[config.mk]
export PLATFORM = sky130hd
export DESIGN_NAME = subtractor_serial
export DESIGN_NICKNAME = d
export VERILOG_FILES = /design/src/rtl/subtractor_serial.sv
export SDC_FILE = /design/constraint.sdc
export NUM_CORES = 1
export LEC_CHECK = 0
export ABC_CLOCK_PERIOD_IN_PS = 4950
export BUFFER_PORTS_ARGS = -buffer_cell sky130_fd_sc_hd__buf_2
export CAP_MARGIN = 20
export CORE_ASPECT_RATIO = 0.7
export CORE_MARGIN = 2
export CORE_UTILIZATION = 30
export CTS_CLUSTER_SIZE = 40
export DETAILED_ROUTE_END_ITERATION = 16
export PLACE_DENSITY = 0.54
export SLEW_MARGIN = 20
export SYNTH_ARGS = -nofsm -noshare
export SYNTH_HDL_FRONTEND = slang
export SYNTH_SLANG_ARGS = --single-unit
[constraint.sdc]
create_clock -name clk -period 4.95 [get_ports clk]
set_clock_uncertainty 0.15 [all_clocks]
set_input_delay 0.99 -clock clk [delete_from_list [all_inputs] [get_ports clk]]
set_output_delay 0.99 -clock clk [all_outputs]
set_load 0.1 [all_outputs]
[src/rtl/subtractor_serial.sv]
// Bit-serial subtractor D = A - B - Bin. One bit is processed per clock, LSB first,
// through a single full-subtractor stage with a registered borrow.
module subtractor_serial #(
  parameter int WIDTH = 8
) (
  input  logic             clk,
  input  logic             rst,
  input  logic             start,
  input  logic [WIDTH-1:0] A,
  input  logic [WIDTH-1:0] B,
  input  logic             Bin,
  output logic             busy,
  output logic             done,
  output logic [WIDTH-1:0] D,
  output logic             Bout,
  output logic             V
);

  localparam int CW = (WIDTH > 2) ? $clog2(WIDTH) : 1;
  localparam logic [CW-1:0] LAST = CW'(WIDTH - 1);

  typedef enum logic [1:0] {IDLE, SHIFT, DONE} state_e;

  state_e           state_q, state_d;
  logic [WIDTH-1:0] a_q, a_d, b_q, b_d, res_q, res_d;
  logic             br_q, br_d;
  logic [CW-1:0]    cnt_q, cnt_d;
  logic             amsb_q, amsb_d, bmsb_q, bmsb_d;
  logic [WIDTH-1:0] dout_q, dout_d;
  logic             bout_q, bout_d, v_q, v_d;

  logic             a_i, b_i, d_i, br_nx;

  // Full-subtractor slice on the current LSB of the working registers.
  assign a_i   = a_q[0];
  assign b_i   = b_q[0];
  assign d_i   = a_i ^ b_i ^ br_q;
  assign br_nx = (~a_i & b_i) | (~(a_i ^ b_i) & br_q);

  always_comb begin
    state_d = state_q;
    a_d     = a_q;
    b_d     = b_q;
    res_d   = res_q;
    br_d    = br_q;
    cnt_d   = cnt_q;
    amsb_d  = amsb_q;
    bmsb_d  = bmsb_q;
    dout_d  = dout_q;
    bout_d  = bout_q;
    v_d     = v_q;
    case (state_q)
      IDLE, DONE: begin
        if (start) begin
          a_d     = A;
          b_d     = B;
          br_d    = Bin;
          amsb_d  = A[WIDTH-1];
          bmsb_d  = B[WIDTH-1];
          res_d   = '0;
          cnt_d   = '0;
          state_d = SHIFT;
        end else begin
          state_d = IDLE;
        end
      end
      SHIFT: begin
        a_d   = a_q >> 1;
        b_d   = b_q >> 1;
        br_d  = br_nx;
        res_d = {d_i, res_q[WIDTH-1:1]};
        if (cnt_q == LAST) begin
          // d_i is the final MSB; results are published only here.
          dout_d  = {d_i, res_q[WIDTH-1:1]};
          bout_d  = br_nx;
          v_d     = (amsb_q ^ bmsb_q) & (amsb_q ^ d_i);
          state_d = DONE;
        end else begin
          cnt_d = cnt_q + 1'b1;
        end
      end
      default: state_d = IDLE;
    endcase
  end

  always_ff @(posedge clk) begin
    if (rst) begin
      state_q <= IDLE;
      a_q     <= '0;
      b_q     <= '0;
      res_q   <= '0;
      br_q    <= 1'b0;
      cnt_q   <= '0;
      amsb_q  <= 1'b0;
      bmsb_q  <= 1'b0;
      dout_q  <= '0;
      bout_q  <= 1'b0;
      v_q     <= 1'b0;
    end else begin
      state_q <= state_d;
      a_q     <= a_d;
      b_q     <= b_d;
      res_q   <= res_d;
      br_q    <= br_d;
      cnt_q   <= cnt_d;
      amsb_q  <= amsb_d;
      bmsb_q  <= bmsb_d;
      dout_q  <= dout_d;
      bout_q  <= bout_d;
      v_q     <= v_d;
    end
  end

  assign busy = (state_q == SHIFT);
  assign done = (state_q == DONE);
  assign D    = dout_q;
  assign Bout = bout_q;
  assign V    = v_q;

endmodule
# [Word level (Yosys, flattened, before mapping)]
# Cells that the tools add are included.
[classes] n_reduce_logical=7 n_addsub=1 muxes=14 eq_ne=6 n_bitwise=10
[op_table] cell="8-bit case mux with 2 select lines" count=3
[op_table] cell="8-bit 2-to-1 mux" count=3
[op_table] cell="3-bit 2-to-1 mux" count=2
[op_table] cell="3-bit case mux with 2 select lines" count=1
[op_table] cell="2-bit AND reduction" count=3
[op_table] cell="2-bit != test, second input constant" count=2
[op_table] cell="2-bit case mux with 2 select lines" count=1
[op_table] cell="1-bit XOR" count=4
[op_table] cell="3-bit by 1-bit adder with 3-bit output, second input constant" count=1
[op_table] cell="1-bit bitwise AND" count=3
[op_table] cell="3-bit equality test, second input constant" count=1
[op_table] cell="3-bit AND reduction" count=1
[op_table] cell="2-bit by 1-bit equality test with 1-bit output, second input constant" count=1
[op_table] cell="2-bit equality test, second input constant" count=1
[op_table] cell="2-bit zero test" count=1
[op_table] cell="1-bit 2-to-1 mux" count=2
[op_table] cell="2-bit 2-to-1 mux" count=1
[op_table] cell="2-bit by 1-bit != test with 1-bit output, second input constant" count=1
[op_table] cell="1-bit inverter" count=2
[op_table] cell="1-bit case mux with 2 select lines" count=1
[op_table] cell="2-bit nonzero test" count=1
[op_table] cell="2-bit OR reduction" count=1
[op_table] cell="1-bit OR" count=1
[word_totals] wordCells=49 input_bits=20 output_inout_bits=12 regBits=42

# [Logic depth before layout (Yosys ltp)]
# Gate-level depths: netlist of the first run.
[logic_depth] ltp_word=5 ltp_mapped=6 mapped_depth_nobuf=5

# [Least setup slack after synthesis of the first run]
# OpenSTA, ideal clock, no wires.
[synth_timing] path_type="register to output" from="register state_q[1]" to="output done" required_time_ps=3810 path_buffers=0 setup_slack_ps=2100 path_stages_with_launch=2 arrival_time_ps=1710 path_cell_list="dfxtp_1 > nor2b_1"
[synth_between] elab_chain_len=1
[synth_rtl] element="start: declaration" line_no="24" source="state_e state_q, state_d;"
[synth_rtl] element="start signal: assignment" line_no="100" source="state_q <= state_d;"
[synth_rtl] element="2-bit equality test" line_no="115" source="assign done = (state_q == DONE);"
[synth_rtl] element="end: declaration" line_no="13" source="output logic done,"
# No other way between the ends.

# [Worst setup path after layout of the first run]
[layout_timing] from="register state_q[0]" to="output busy"
[layout_between] elab_chain_len=1
[layout_rtl] element="2-bit by 1-bit equality test with 1-bit output" line_no="114" source="assign busy = (state_q == SHIFT);"
[layout_rtl] element="end: declaration" line_no="12" source="output logic busy,"
# No other way between the ends.

==> metrics.sh, run 1 <==
RESULT_OF_THE_RUN='completed'
SYNTH-WARNING-COUNT=0
SYN-NUM-NETS=225
DOMINANT_COMBINATIONAL_CELL_FAMILY_BY_AREA_AFTER_SYNTHESIS='simple AND/OR/NAND/NOR gates'
CTSHOLDBUFFERS=0
SEQ_CELLS_POST_SYNTH=41
VIAS_PER_CELL=4.65
DRTPASS1ITERATIONS=5
SYNTHTOLAYOUTAREAGROWTH_PCT=15.8
DRT-INITIAL-DRC-COUNT=75
GP_CONGESTION=0.660
YS_SEQ_AREA_FRAC=0.497
CRITICAL_PATH_PEAK_FANOUT=40
FINALWORSTSETUPSLACK_NS=2.09
SYNTH_COMPOUND_AREA_FRAC=0.165
SYNTHDISTINCTLIBCELLS=22
CTS-HTREE-LEVELS=2
CTS_TREE='done'
WORSTSKEWPAIRLATENCY_NS=0.29
DETAIL_ROUTE.WL_PER_CELL_UM=11.5
MUX_CONTRIBUTION_TO_SYNTHESIZED_AREA=0
DIE_Y_UM=66.1
SETUP-VIOLATIONS-FINAL=0
ANTENNA-DIODE-COUNT=0
DETAILED_PLACE_HPWL_UM=2200
DRCVIOLATIONCOUNT=0
SYNTH-XOR-AREA-SHARE=0
PORT-BUFFER-COUNT=31
SYNTH_ADDER_AREA_SHARE=0.0273
FINAL_PERIOD_MINUS_WORST_SETUP_SLACK_NS=2.86
PERIOD_SHARE=0.579
STATIC-LEAKAGE-POWER_nW=0.746
POST_SYNTH.CELL_AREA_AVG_UM2=8.17
ENDPOINT_KIND='output pin'
FILLER_CELL_COUNT=569
SYNTH_CELLS=202
SYNTHSIMPLEGATEAREAFRAC=0.253
HIGHEST_CLOCK_FREQUENCY_THE_DESIGN_CAN_MEET_GHz=0.349
GLOBALROUTEOVERFLOWTOTAL=0
CTS_MADE_BUFFERS=5
FINAL-MAX-SLEW-VIOLATION-COUNT=0
SHARE_OF_LAYOUT_CELLS_ABOVE_DRIVE_STRENGTH_1=0.194
SETUP.WORST_PATH.CLASS='flop to output pin'
IOS=32
GRTUSAGETOTAL=0.123
HOLD_VIOL_FINAL=0
NUM_ROWS=22
AREA_OCCUPIED_BY_MULTI_INPUT_GATES_UM2=739
POST_SYNTH_INSTANCE_AREA_UM2=1650
SEQUENTIAL_CELL_AREA_UM2=821
VIAS_IN_THE_FIRST_GLOBAL_ROUTE=1321
ANTENNA_FOUND_INITIAL=0
WORST_IR_DROP_VDD_uV=103
REQUIRED_NS=3.81
WIRE_LENGTH_OF_THE_FIRST_GLOBAL_ROUTING_PASS_UM=5810
FIN_TNS_SETUP_NS=0
VIAS=1389
CTS_BUFFER_DEPTH=2
MAX_CAP_VIOL_COUNT=0
MIN_PATH_TYPE='flop to flop'
DIE_WIDTH_UM=92.7
LARGEST_NET_DEGREE_AT_THE_START_OF_GLOBAL_ROUTING=42
ROOT_BUFFER='clkbuf_8'
START_UTIL=0.312
CLOCK_EDGE_TRANSITION_AT_THE_REGISTERS_ON_THE_REPORTED_SETUP_AND_HOLD_PATHS_NS=0.08
CTS.SINKS=41
DRT_WL_TOTAL_UM=3440
CRITICAL_PATH_ARRIVAL_NS=1.72
DESIGN.CORE.AREA_UM2=5290
P_PER_AREA_nW_PER_UM2=338
RELATIVE_SLEW_SLACK=0.519
MAX_SLEW.WORST_PIN.SLEW_NS=0.722
FINAL_NETS=249
PLACE_WORST_SETUP_SLACK_NS=2.27
POST_CTS_RESIZE_COUNT=0
DIE_AREA_UM2=6120
ANT_NETS=0
CP-START-KIND='flop'
POST_CTS.REPAIR.SETUP_BUFFERS=0
RSZ0062_AT_GRT='no'
==> synth_stat cells <==
library cell  count  area [um^2]
a211oi_1          2         15.0
a21oi_1          25          125
a2bb2oi_1         1         8.76
a311oi_1         14          123
and3b_1           1         8.76
buf_2             4         20.0
buf_4             4         30.0
buf_6             1         11.3
clkbuf_1          6         22.5
dfxtp_1          41          821
fa_1              1         20.0
ha_1              2         25.0
inv_1             2         7.51
inv_2             1         3.75
nand2_1          57          214
nand2b_1          3         18.8
nand3_1          13         65.1
nand3b_1          2         15.0
nor2_1           18         67.6
nor2b_1           2         12.5
nor3b_1           1         7.51
or3b_2            1         8.76
==> per-stage QoR <==
stage                util  std cells  hold slack (ns)  total power (W)  area [um^2]
global placement    0.344        291            0.290         0.000440         1820
detailed placement  0.345        291            0.295         0.000439         1820
finish              0.362        299            0.303         0.000646         1910
global route        0.362        299            0.322         0.000679         1910
floorplan               -        202            0.282         0.000421         1650
CTS                 0.361        299            0.307         0.000654         1910
==> critical path: stages, from the launching register on <==
cell,delay (ns)
dfxtp_1,0.46
nand2b_1,0.08
buf_4,0.25
inv_2,0.18
buf_2,0.45
==> cell families after synthesis <==
| kind of cell | count (synthesis) |
|---|---|
| adders and majority gates | 3 |
| AOI/OAI and AO/OA | 42 |
| buffers and inverters | 18 |
| DFF | 41 |
| and+or+nand+nor | 98 |
==> state kept, by name, summed over array words and instances (netlist names) <==
register and count:
amsb_q 1, V 1, Bout 1, D 8
br_q 1, b_q 8, res_q 7, cnt_q 3
state_q 2, a_q 8, bmsb_q 1
==> layout make-up <==
type                       count  share of cell area
sequential                    41               0.430
clock buffer                   5              0.0360
timing repair buffer          32              0.0851
inverter                       3             0.00589
tap                           72              0.0472
multi-input combinational    143               0.387
clock inverter                 3             0.00917
==> power by group <==
group | internal [W] | leakage (nW) | switching, W | total [W]
sequential | 0.000346 | 0.335 | 0.00000974 | 0.000356
clock | 0.0000974 | 0.0439 | 0.000118 | 0.000216
combinational | 0.0000267 | 0.367 | 0.0000482 | 0.0000750
==> routing by layer <==
layer  routed length [um]  GRT usage
met1                 1780      0.155
met2                 1480      0.196
met3                  141     0.0399
met4                   51     0.0496
met5                    0          0
==> cell usage in the layout, fill, tap and decap left out, types with 2 or more instances in the layout <==
cell,count
nand2_1,57
ha_1,2
nand2b_1,2
buf_2,31
a21oi_1,25
dfxtp_1,41
clkinv_2,2
nor2_1,18
a311oi_1,14
nand3b_1,2
a211oi_1,2
inv_1,2
nand3_1,13
clkbuf_8,5
==> final timing paths <==
path	startpoint	end	slack, ns	cells after the start
min reg2reg	D[2]$_SDFFE_PP0P_	D[2]$_SDFFE_PP0P_	0.30	2
max	state_q[0]$_SDFFE_PP0P_	busy	2.09	4
max reg2reg	cnt_q[0]$_SDFFE_PP0P_	cnt_q[2]$_SDFFE_PP0P_	3.24	5
min	D[2]$_SDFFE_PP0P_	D[2]$_SDFFE_PP0P_	0.30	2
Power figures use the tool's default switching activity.
==> run 2: changes to the inputs <==
ABC_AREA = 1   (was unset)
ABC_CLOCK_PERIOD_IN_PS = 2300   (was 4950)
PLACE_DENSITY = 0.55   (was 0.54)
clock period = 2.3 ns   (was 4.95 ns; I/O delays follow)
==> metrics.sh, run 2 <==
POWER.NET_SWITCHING_W=0.000405  # was 0.000176 W
SYNTH_ADDER_AREA_SHARE=0.0249  # was 0.0273
RESULT_OF_THE_RUN='completed'  # unchanged
POST_SYNTH_INSTANCE_AREA_UM2=1810  # was 1650 um^2
SYNTHDOMINANTCELLAREASHARE=0.454  # was 0.497
FIN_TNS_SETUP_NS=0  # unchanged
DIE_WIDTH_UM=96.8  # was 92.7 um
SYNTHTOLAYOUTAREAGROWTH_PCT=16.0  # was 15.8%
SYN-NUM-NETS=266  # was 225
VIAS=1542  # was 1,389
CRITICAL_PATH_BUF_INV_COUNT=1  # was 3
CRITICAL_PATH_ARRIVAL_NS=1.28  # was 1.72 ns
HOLD_VIOL_FINAL=0  # unchanged
SHARE_OF_LAYOUT_CELLS_ABOVE_DRIVE_STRENGTH_1=0.177  # was 0.194
POST_CTS.REPAIR.SETUP_BUFFERS=0  # unchanged
NUM_ROWS=23  # was 22
CTS_TREE='done'  # unchanged
ROOT_BUFFER='clkbuf_8'  # unchanged
GP_CONGESTION=0.722  # was 0.660
GLOBAL_ROUTING_MET1_RESOURCE_UTILIZATION=0.165  # was 0.155
FAMILY_OF_CELLS_WITH_THE_GREATEST_SUMMED_DELAY_ON_THE_CRITICAL_PATH='buffers and inverters'  # unchanged
CTS_BUFFER_DEPTH=2  # unchanged
AREA_OCCUPIED_BY_MULTI_INPUT_GATES_UM2=774  # was 739 um^2
POSTSYNTH.TOPFLOPCELL='dfxtp_1'  # unchanged
SYNTHSIMPLEGATEAREAFRAC=0.330  # was 0.253
SYNTH-XOR-AREA-SHARE=0  # unchanged
STATIC-LEAKAGE-POWER_nW=0.903  # was 0.746 nW
VIAS_IN_THE_FIRST_GLOBAL_ROUTE=1338  # was 1,321
SYNTH_COMPOUND_AREA_FRAC=0.0733  # was 0.165
ANTENNA-DIODE-COUNT=0  # unchanged
SYNTH.LARGEST_AREA_CELL='dfxtp_1'  # unchanged
REQUIRED_NS=1.69  # was 3.81 ns
SYNTH-WARNING-COUNT=0  # unchanged
CTS-HTREE-LEVELS=2  # unchanged
GRT.BUSIEST_LAYER='met2'  # unchanged
ANT_NETS=0  # unchanged
SHARE_COMB_OF_TOTAL_POWER=0.142  # was 0.116
POWER.SHARE.SWITCHING=0.262  # was 0.273
YS_SEQ_AREA_FRAC=0.454  # was 0.497
POWER_FRAC_CLOCK=0.365  # was 0.334
POST_SYNTH.CELL_AREA_AVG_UM2=7.45  # was 8.17 um^2
CTS_MADE_BUFFERS=5  # unchanged
CLOCK_EDGE_TRANSITION_AT_THE_REGISTERS_ON_THE_REPORTED_SETUP_AND_HOLD_PATHS_NS=0.08  # about the same
MAX_CAP_VIOL_COUNT=0  # unchanged
USE_MET3=0.0383  # was 0.0399
GRT_USE_MET2=0.181  # was 0.196
PORT-BUFFER-COUNT=31  # unchanged
FINAL-MAX-SLEW-VIOLATION-COUNT=0  # unchanged
ENDPOINT_KIND='output pin'  # unchanged
DRT_WL_TOTAL_UM=3810  # was 3440 um
RELATIVE_SLEW_SLACK=0.653  # was 0.519
ASYNC_RESET_FF_FRAC=0  # unchanged
POST_CTS_RESIZE_COUNT=0  # unchanged
FINISH.UTILIZATION=0.363  # was 0.362
SETUP.WORST_PATH.CLASS='flop to output pin'  # unchanged
SEQUENTIAL_CELL_AREA_UM2=821  # unchanged
ANTENNA_FOUND_INITIAL=0  # unchanged
MAX_SLEW.WORST_PIN.SLEW_NS=0.518  # was 0.722 ns
SYNTHDISTINCTLIBCELLS=21  # was 22
DRTPASS1ITERATIONS=4  # was 5
HIGHEST_CLOCK_FREQUENCY_THE_DESIGN_CAN_MEET_GHz=0.528
CP-START-KIND='flop'  # unchanged
DETAILED_PLACE_HPWL_UM=2520  # was 2200 um
MUX_CONTRIBUTION_TO_SYNTHESIZED_AREA=0  # unchanged
DOMINANT_COMBINATIONAL_CELL_FAMILY_BY_AREA_AFTER_SYNTHESIS='simple AND/OR/NAND/NOR gates'  # unchanged
CTSHOLDBUFFERS=0  # unchanged
CRIT_PATH_CELL_TRACE='nor2_1 > buf_2'  # was nand2b_1 > buf_4 > inv_2 > buf_2
POST_SYNTH_EDFFS=0  # unchanged
FINAL_PERIOD_MINUS_WORST_SETUP_SLACK_NS=1.89
CELLINTERNALPOWER_W=0.00114  # was 0.000470 W
GRTUSAGETOTAL=0.123  # about the same
CRITICAL_PATH_PEAK_FANOUT=6  # was 40
WIRE_LENGTH_OF_THE_FIRST_GLOBAL_ROUTING_PASS_UM=6340  # was 5810 um
DESIGN.CORE.AREA_UM2=5780  # was 5290 um^2
SYNTH_MOST_COMMON_CELL='nand2_1'  # unchanged
SEQUENTIALPOWERSHARE=0.493  # was 0.550
IOS=32  # unchanged
STAGE_DELAY_OF_THE_SLOWEST_CELL_ON_THE_CRITICAL_PATH_NS=0.44  # was 0.46 ns
DRCVIOLATIONCOUNT=0  # unchanged
DETAIL_ROUTE.WL_PER_CELL_UM=11.0  # was 11.5 um
PERIOD_SHARE=0.823
START_UTIL=0.313  # was 0.312
DIE_Y_UM=69.0  # was 66.1 um
FILLER_CELL_COUNT=644  # was 569
VIAS_PER_CELL=4.46  # was 4.65
SYNTH_CELLS=243  # was 202
SYNTHTOPCELLSBYAREA='dfxtp_1, nand3_1, nand2_1'  # was dfxtp_1, nand2_1, a21oi_1
DRT-INITIAL-DRC-COUNT=80  # was 75
LAYOUT.CELLS.MOST_COMMON='nand2_1'  # unchanged
MIN_PATH_TYPE='primary input to flop'  # was flop to flop
SYNTHTOPCELLSBYCOUNT='nand2_1, nand3_1, dfxtp_1'  # was nand2_1, dfxtp_1, a21oi_1
MOSTFREQUENTLAYOUTCELLS='nand2_1, nand3_1, dfxtp_1'  # was nand2_1, dfxtp_1, buf_2
LARGEST_NET_DEGREE_AT_THE_START_OF_GLOBAL_ROUTING=46  # was 42
WORSTSKEWPAIRLATENCY_NS=0.29  # about the same
CELL_AT_THE_SLOWEST_STAGE_OF_THE_CRITICAL_PATH='buf_2'  # was dfxtp_1
GLOBALROUTEOVERFLOWTOTAL=0  # unchanged
P_PER_AREA_nW_PER_UM2=738  # was 338 nW/um^2
SETUP-VIOLATIONS-FINAL=0  # unchanged
DIE_AREA_UM2=6680  # was 6120 um^2
FINAL_NETS=294  # was 249
RSZ0062_AT_GRT='no'  # unchanged
CTS.SINKS=41  # unchanged
SEQ_CELLS_POST_SYNTH=41  # unchanged
WORST_IR_DROP_VDD_uV=292  # was 103 uV
## run 2: cell types whose count changed in the layout (fill, tap and decap cells not counted), sizes merged, moves of 2 or more
cell and delta:
nor2 +3, buf +3, nor2b -2, nand2 -5, nor3 +14, nand2b -3, clkinv +2, a311oi -14
nand3 +30, inv +21, a211oi -2
## run 2: worst paths after layout
kind	cells after the start	from	slack (ns)	endpoint
hold reg to reg	2	D[4]$_SDFFE_PP0P_	0.31	D[4]$_SDFFE_PP0P_
hold / removal	3	A[3]	0.24	a_q[3]$_SDFFE_PP0P_
setup / recovery	2	state_q[0]$_SDFFE_PP0P_	0.41	done
setup reg to reg	6	cnt_q[0]$_SDFFE_PP0P_	0.73	Bout$_SDFFE_PP0P_
## run 2: metrics by stage
stage	power, W	cells	area, um^2	hold slack, ns	setup WS, ns
after floorplan	0.000960	243	1810	0.291	0.0453
after global placement	0.00100	339	2000	0.298	0.714
after detailed placement	0.00100	339	2000	0.302	0.716
after CTS	0.00157	346	2100	0.232	0.380
after global routing	0.00163	346	2100	0.251	0.321
final	0.00155	346	2100	0.241	0.407
## run 2: cell families after synthesis
family / count (synthesis)
and+or+nand+nor: 133
AOI/OAI and AO/OA: 25
DFF: 41
adders and majority gates: 3
buffers and inverters: 41
## run 2: power by group through the flow
stage,Combinational [W],Sequential [W],Clock (W)
floorplan,0.000183,0.000777,0
global placement,0.000221,0.000780,0
detailed placement,0.000222,0.000781,0
CTS,0.000224,0.000764,0.000583
global route,0.000253,0.000769,0.000609
finish,0.000221,0.000764,0.000565
## run 2: cell type report
type	count	share of cell area
Sequential cell	41	0.391
Multi-Input combinational cell	161	0.369
Timing Repair Buffer	35	0.0954
Inverter	27	0.0507
Tap cell	75	0.0447
Clock buffer	5	0.0328
Clock inverter	2	0.0167
## run 2: worst reg2reg max path, delay by kind of cell, from the launching register on
family | cells | cell delay, ns
buffers and inverters | 1 | 0.25
adder cells (fa/ha/maj) | 2 | 0.40
AND/OR/NAND/NOR | 2 | 0.27
AO/OA/AOI/OAI | 1 | 0.07
flip-flops | 1 | 0.32
## run 2: routing by layer
layer / vias to the layer above / part of all wire / wire length [um]
met4: 0 / 0.015 / 59
met5: - / 0 / 0
met2: 34 / 0.40 / 1530
li1: 840 / - / -
met3: 7 / 0.059 / 223
met1: 661 / 0.52 / 2000
==> run 3: changes to the inputs <==
ABC_CLOCK_PERIOD_IN_PS = 1840   (was 2300)
PLACE_DENSITY = 0.53   (was 0.55)
clock period = 1.84 ns   (was 2.3 ns; I/O delays follow)
==> metrics.sh, run 3 (same netlist as run 2, synthesis figures left out) <==
DRT-INITIAL-DRC-COUNT=59  # was 80
CP-START-KIND='flop'  # unchanged
HIGHEST_CLOCK_FREQUENCY_THE_DESIGN_CAN_MEET_GHz=0.578
CTS_MADE_BUFFERS=5  # unchanged
GP_CONGESTION=0.746  # was 0.722
FINAL-MAX-SLEW-VIOLATION-COUNT=0  # unchanged
DETAIL_ROUTE.WL_PER_CELL_UM=11.3  # was 11.0 um
FILLER_CELL_COUNT=620  # was 644
IOS=32  # unchanged
LARGEST_NET_DEGREE_AT_THE_START_OF_GLOBAL_ROUTING=46  # unchanged
WORST_IR_DROP_VDD_uV=481  # was 292 uV
PORT-BUFFER-COUNT=31  # unchanged
MIN_PATH_TYPE='primary input to flop'  # unchanged
DRT_WL_TOTAL_UM=3930  # was 3810 um
CLOCK_EDGE_TRANSITION_AT_THE_REGISTERS_ON_THE_REPORTED_SETUP_AND_HOLD_PATHS_NS=0.09  # was 0.08 ns
SYNTHTOLAYOUTAREAGROWTH_PCT=18.7  # was 16.0%
RESULT_OF_THE_RUN='completed'  # unchanged
POST_CTS.REPAIR.SETUP_BUFFERS=0  # unchanged
DRCVIOLATIONCOUNT=0  # unchanged
DESIGN.CORE.AREA_UM2=5780  # unchanged
GLOBALROUTEOVERFLOWTOTAL=0  # unchanged
FIN_TNS_SETUP_NS=0  # unchanged
CRITICAL_PATH_PEAK_FANOUT=5  # was 6
PERIOD_SHARE=0.940
SEQUENTIAL_CELL_AREA_UM2=822  # was 821 um^2
LAYOUT.CELLS.MOST_COMMON='nand2_1'  # unchanged
FINAL_AREA_UM2=2150  # was 2100 um^2
MAX_CAP_VIOL_COUNT=0  # unchanged
CRITICAL_PATH_ARRIVAL_NS=1.21  # was 1.28 ns
ANTENNA-DIODE-COUNT=0  # unchanged
HOLD_VIOL_FINAL=0  # unchanged
WORSTSKEWPAIRLATENCY_NS=0.30  # was 0.29 ns
REQUIRED_NS=1.32  # was 1.69 ns
MOSTFREQUENTLAYOUTCELLS='nand2_1, nand3_1, dfxtp_1'  # unchanged
FINAL_PERIOD_MINUS_WORST_SETUP_SLACK_NS=1.73
FINALPOWER_W=0.00210  # was 0.00155 W
RSZ0062_AT_GRT='no'  # unchanged
CELL_AT_THE_SLOWEST_STAGE_OF_THE_CRITICAL_PATH='buf_2'  # unchanged
MAX_SLEW.WORST_PIN.SLEW_NS=0.490  # was 0.518 ns
VIAS_IN_THE_FIRST_GLOBAL_ROUTE=1412  # was 1,338
RELATIVE_SLEW_SLACK=0.675  # was 0.653
DIE_Y_UM=69.0  # unchanged
VIAS_PER_CELL=4.43  # was 4.46
DIE_AREA_UM2=6680  # unchanged
SHARE_OF_LAYOUT_CELLS_ABOVE_DRIVE_STRENGTH_1=0.194  # was 0.177
ROOT_BUFFER='clkbuf_8'  # unchanged
P_PER_AREA_nW_PER_UM2=979  # was 738 nW/um^2
CTS-HTREE-LEVELS=2  # unchanged
GRTUSAGETOTAL=0.127  # was 0.123
CTS.SINKS=41  # unchanged
START_UTIL=0.313  # unchanged
DRTPASS1ITERATIONS=4  # unchanged
SETUP.WORST_PATH.CLASS='flop to output pin'  # unchanged
CTS_TREE='done'  # unchanged
ANTENNA_FOUND_INITIAL=0  # unchanged
STATIC-LEAKAGE-POWER_nW=0.925  # was 0.903 nW
ENDPOINT_KIND='output pin'  # unchanged
DPL_CELL_AREA_UM2=2010  # was 2000 um^2
ANT_NETS=0  # unchanged
DIE_WIDTH_UM=96.8  # unchanged
DETAILED_PLACE_HPWL_UM=2600  # was 2520 um
CTS_BUFFER_DEPTH=2  # unchanged
STAGE_DELAY_OF_THE_SLOWEST_CELL_ON_THE_CRITICAL_PATH_NS=0.43  # was 0.44 ns
VIAS=1540  # was 1,542
NUM_ROWS=23  # unchanged
WIRE_LENGTH_OF_THE_FIRST_GLOBAL_ROUTING_PASS_UM=6740  # was 6340 um
FINAL_NETS=295  # was 294
SETUP-VIOLATIONS-FINAL=0  # unchanged
CRIT_PATH_CELL_TRACE='inv_2 > nor2_2 > buf_2'  # was nor2_1 > buf_2
AREA_OCCUPIED_BY_MULTI_INPUT_GATES_UM2=777  # was 774 um^2
==> run 3: cell type report <==
class / count / area share
Clock buffer: 5 / 0.0320
Clock inverter: 3 / 0.0303
Inverter: 27 / 0.0530
Multi-Input combinational cell: 161 / 0.362
Sequential cell: 41 / 0.383
Tap cell: 75 / 0.0437
Timing Repair Buffer: 36 / 0.0967
==> run 3: power by group <==
group,switching (W),internal [W]
Sequential,0.0000204,0.000936
Combinational,0.000181,0.000103
Clock,0.000326,0.000539
Total,0.000527,0.00158
==> run 3: path summary, 6_finish.rpt <==
path	depth (start not counted)	endpoint	slack [ns]	start
hold reg to reg	2	D[1]$_SDFFE_PP0P_	0.31	D[1]$_SDFFE_PP0P_
setup / recovery	3	done	0.11	state_q[1]$_SDFFE_PP0P_
hold / removal	3	a_q[4]$_SDFFE_PP0P_	0.15	A[4]
setup reg to reg	6	Bout$_SDFFE_PP0P_	0.28	cnt_q[0]$_SDFFE_PP0P_
==> run 3: stage by stage <==
| stage | setup slack, ns | instances | hold slack (ns) | util |
|---|---|---|---|---|
| after global placement | 0.249 | 340 | 0.298 | 0.347 |
| after detailed placement | 0.261 | 340 | 0.301 | 0.347 |
| after floorplan | 0.133 | 243 | 0.291 | - |
| after global routing | 0.0337 | 348 | 0.159 | 0.371 |
| final | 0.110 | 348 | 0.146 | 0.371 |
| after CTS | 0.0380 | 348 | 0.142 | 0.371 |
==> run 3: repair_timing <==
action,4_1_cts,5_1_grt
resized for setup,2,1
endpoints found under the setup margin,1,1
hold buffers,0,0
==> run 3: worst max-delay path, delay by kind of cell (launching register included) <==
kind	cells	cell delay, ns
flip-flops	1	0.34
AND/OR/NAND/NOR	1	0.08
buffers and inverters	2	0.50
==> run 3: routing by layer <==
layer	vias to the layer above	share of wire	GRT usage
met5	-	0	0
met4	0	0.0099	0.0370
met3	4	0.048	0.0393
met2	32	0.39	0.180
met1	663	0.55	0.185
li1	841	-	-
